### config.mk
export PLATFORM = sky130hd
export DESIGN_NAME = decoder3_8
export DESIGN_NICKNAME = d
export VERILOG_FILES = /design/src/rtl/decoder3_8.sv
export SDC_FILE = /design/constraint.sdc
export NUM_CORES = 1
export LEC_CHECK = 0
export BUFFER_PORTS_ARGS = -buffer_cell sky130_fd_sc_hd__buf_2
export CORE_AREA = 4 4 41 43
export CTS_CLUSTER_SIZE = 20
export DETAILED_ROUTE_END_ITERATION = 8
export DIE_AREA = 0 0 45 47
export MAX_ROUTING_LAYER = met4
export PLACE_DENSITY_LB_ADDON = 0.15
export SLEW_MARGIN = 20
export SYNTH_ARGS = -nofsm -noshare
export SYNTH_HDL_FRONTEND = slang
export SYNTH_SLANG_ARGS = --single-unit
export TNS_END_PERCENT = 20
### constraint.sdc
create_clock -name clk -period 0.8 [get_ports clk]
set_input_delay 0.12 -clock clk [delete_from_list [all_inputs] [get_ports clk]]
set_output_delay 0.12 -clock clk [all_outputs]
set_load 0.02 [all_outputs]
### src/rtl/decoder3_8.sv
// Registered 3-to-8 one-hot decoder with enable and optional active-low output.
// y and y_valid are the only state; both update on the rising clk edge and clear asynchronously on rst.
module decoder3_8 #(
  parameter int unsigned ACTIVE_LOW = 0
) (
  input  logic       clk,
  input  logic       rst,
  input  logic       en,
  input  logic [2:0] i,
  output logic [7:0] y,
  output logic       y_valid
);

  // The deasserted level of every line: all zeros, or all ones when the outputs are active-low.
  localparam logic [7:0] Y_IDLE = (ACTIVE_LOW != 0) ? '1 : '0;

  logic [7:0] y_next;

  always_comb begin
    y_next = '0;
    if (en) begin
      y_next = 8'b0000_0001 << i;
    end
    if (ACTIVE_LOW != 0) begin
      y_next = ~y_next;
    end
  end

  always_ff @(posedge clk or posedge rst) begin
    if (rst) begin
      y       <= Y_IDLE;
      y_valid <= 1'b0;
    end else begin
      y       <= y_next;
      y_valid <= en;
    end
  end

endmodule

==> out/qor.log <==
INFO  routing        route.final.wire_length=537µm
INFO  synthesis      synth.area.top_cells=sky130_fd_sc_hd__dfrtp_1 69%, sky130_fd_sc_hd__and4bb_1 7.7%, sky130_fd_sc_hd__and4b_2 6.9%
INFO  synthesis      ys_types=8
INFO  routing        drt-vias-per-instance=4.08
INFO  synthesis      synth.most_common_cell=sky130_fd_sc_hd__dfrtp_1
INFO  grt            largest_net_degree_at_the_start_of_global_routing=10
INFO  final_layout   area_of_combinational_cells_with_multiple_inputs=95.1µm²
INFO  synthesis      synthesis.yosys.warnings=0
INFO  grt            antenna_violations_before_repair=0
INFO  grt            grt_util_all_layers=0.0737
INFO  final_layout   fin_nets=44
INFO  critical_path  crit_slowest_cell=sky130_fd_sc_hd__dfrtp_1
INFO  floorplanning  floorplan.die.width=45µm
INFO  clocking       tritoncts.num_buffers=3
INFO  final_layout   finalNonFillerCells=52
INFO  outcome        violations=negative setup slack
INFO  grt            global_route.overflow_total=0
INFO  floorplanning  die_boundary_height=47µm
INFO  critical_path  crit_end_category=output pin
INFO  sta            finalWorstPathRequiredPeriod=0.867ns
INFO  clocking       clk_pin_slew=0.05ns
INFO  sta            report.final.slew_viol_count=0
INFO  floorplanning  core=1300µm²
INFO  clocking       tritoncts_num_sinks=9
INFO  sta            max_freq=1150MHz
INFO  sta            worst_slew_pin_slew=0.312ns
INFO  synthesis      asyncSetResetFlopFracSynth=1.00
INFO  critical_path  critical_path.max_fanout=1
INFO  routing        detail_route.drc_violations=0
INFO  sta            grt_setup_unrepaired=yes
INFO  synthesis      synth.cell_area=324µm²
INFO  sta            timing.final.crit_share=1.08
INFO  sta            worst_case_setup_margin_in_the_final_layout=-0.0668ns
INFO  routing        drt_iter0_markers=3
INFO  synthesis      synth_enable_flop_cells=0
INFO  hold_path      worstHoldPathType=input pin to flop
INFO  floorplanning  die_area=2120µm²
INFO  placement      buffer_ports.inserted=14
INFO  floorplanning  start_util=0.249
INFO  routing        post_drt_wl_per_cell=10.3µm
INFO  routing        drtAntennaViolNets=0
INFO  synthesis      synth_fp_nets=24
INFO  synthesis      ys_dominant_reg_cell=sky130_fd_sc_hd__dfrtp_1
INFO  critical_path  crit_family=flip-flops
INFO  critical_path  cp-startpoint=y[1]$_DFF_PP0_
INFO  placement      numPlacedInstances=47
INFO  sta            finalHoldViolCount=0
INFO  sta            slew-limit-headroom=0.792
INFO  final_layout   layout_cell_share_with_drive_strength_beyond_1=0.595
INFO  synthesis      yosysTopAreaCell=sky130_fd_sc_hd__dfrtp_1
INFO  final_layout   fin_util=0.364
INFO  final_layout   insertedDiodeCount=0
INFO  final_layout   num-fill-cells=139
INFO  grt            grt_pass1_vias=218
INFO  flow_run       drv.max_cap_violation_count=0
INFO  clocking       cts.htree.levels=1
INFO  routing        detail_route.first_pass.iterations=2
INFO  critical_path  critical_path_at=0.75ns
INFO  critical_path  cp-endpoint=y[1]
INFO  synthesis      synth-seq-cells=9
INFO  critical_path  path_depth=1
INFO  final_layout   sequential_cell_area=225µm²
INFO  clocking       clock_tree_from_tritoncts=yes
INFO  floorplanning  row_count=13
INFO  power          power.density_cell_area=1860nW/µm²
INFO  placement      place_congestion=0.651
INFO  final_layout   synthToLayoutAreaGrowth=46.3%
INFO  critical_path  cp.buffers_inverters=1
INFO  synthesis      synth_top_cells_by_count=9 x sky130_fd_sc_hd__dfrtp_1, 2 x sky130_fd_sc_hd__and4b_2, 2 x sky130_fd_sc_hd__and4bb_1
INFO  critical_path  startpoint_type=flop
INFO  synthesis      synth_top_cell_area_share=0.695
INFO  critical_path  worstPathCellList=buf_2
INFO  critical_path  critPathRequiredTime=0.68ns
INFO  floorplanning  io-pin-count=15
INFO  synthesis      postSynthCellCount=18
INFO  outcome        outcome=finished with violations
INFO  sta            setup_viol=9
INFO  synthesis      synth_seq_area_share=0.695
INFO  routing        dr_total_vias=212
INFO  hold_path      worstHoldPathCells=1
INFO  critical_path  slowest_delay=0.35ns
INFO  critical_path  worstSetupPathType=flop to output pin
INFO  power          leakage_power_total=0.257nW
INFO  synthesis      syn_avg_cell_area=18.0µm²
INFO  clocking       cts_max_path_buffers=2
INFO  grt            wire_length_of_the_first_global_routing_pass=972µm
INFO  power          ir_worst_vdd=0.766mV
INFO  clocking       cts_root_buffer=sky130_fd_sc_hd__clkbuf_4
report_power, final:
part | switching (mW) | internal, mW | total [mW]
combinational | 0.0497 | 0.0418 | 0.0915
clock | 0.126 | 0.190 | 0.316
sequential | 0.00390 | 0.468 | 0.472
kinds of logic (layout without fill, tap and decap cells):
logic type | count (synthesis) | in the layout | share of synthesized area
flops | 9 | 9 | 0.695
buf+inv | 1 | 20 | 0.0116
simple gates | 8 | 8 | 0.293
through the flow:
stage	worst slack, ns	cell area (µm²)	power (mW)	hold WS, ns	TNS [ns]
floorplan	0.264	324	0.519	-0.0521	0
global placement	0.172	413	0.559	0.0774	0
detailed placement	0.134	413	0.561	0.0870	0
CTS	-0.0789	468	0.899	0.0535	-0.688
global route	-0.113	474	0.941	0.0558	-0.927
finish	-0.0668	474	0.880	0.0580	-0.568
state kept, by name, summed over array words and instances, names as in the netlist:
register and cells:
y 8, y_valid 1
layer usage:
| metal | wire [µm] | up-vias | GRT usage |
|---|---|---|---|
| met4 | 0 | 0 | 0.0877 |
| met1 | 230 | 91 | 0.0853 |
| met2 | 247 | 11 | 0.0763 |
| li1 | - | 110 | - |
| met3 | 58 | 0 | 0.0421 |
| met5 | 0 | - | - |
timing repair:
item                                    in CTS  in global routing
hold endpoints to repair                     9                  0
endpoints found under the setup margin       9                  9
resized for setup                            6                  2
hold buffers                                 1                  0
buffers inserted                             0                  0
worst min path at each step:
stage          slack [ns]                end  startpoint
2_1_floorplan       -0.05     y[0]$_DFF_PP0_         rst
3_3_place_gp         0.08     y[3]$_DFF_PP0_         rst
3_5_place_dp         0.09     y[4]$_DFF_PP0_         rst
4_1_cts              0.05  y_valid$_DFF_PP0_          en
5_1_grt              0.06  y_valid$_DFF_PP0_          en
6_report             0.06  y_valid$_DFF_PP0_          en
layout make-up:
| class | instances | share of cell area |
|---|---|---|
| inverter | 1 | 0.00792 |
| timing repair buffer | 15 | 0.222 |
| clock buffer | 4 | 0.0554 |
| tap | 15 | 0.0396 |
| sequential | 9 | 0.475 |
| multi-input combinational | 8 | 0.201 |
cell usage in the layout, fill, tap and decap left out:
| cell type | Yosys | layout |
|---|---|---|
| sky130_fd_sc_hd__buf_6 | 0 | 4 |
| sky130_fd_sc_hd__and4bb_1 | 2 | 2 |
| sky130_fd_sc_hd__inv_1 | 1 | 1 |
| sky130_fd_sc_hd__dfrtp_1 | 9 | 9 |
| sky130_fd_sc_hd__clkbuf_4 | 0 | 3 |
| sky130_fd_sc_hd__and4b_1 | 1 | 1 |
| sky130_fd_sc_hd__and4_2 | 1 | 1 |
| sky130_fd_sc_hd__clkbuf_1 | 0 | 1 |
| sky130_fd_sc_hd__and4bb_2 | 1 | 1 |
| sky130_fd_sc_hd__dlygate4sd3_1 | 0 | 1 |
| sky130_fd_sc_hd__and4b_2 | 2 | 2 |
| sky130_fd_sc_hd__nor4b_2 | 1 | 1 |
| sky130_fd_sc_hd__buf_2 | 0 | 10 |
No activity file was read; power rests on OpenSTA's default activity.
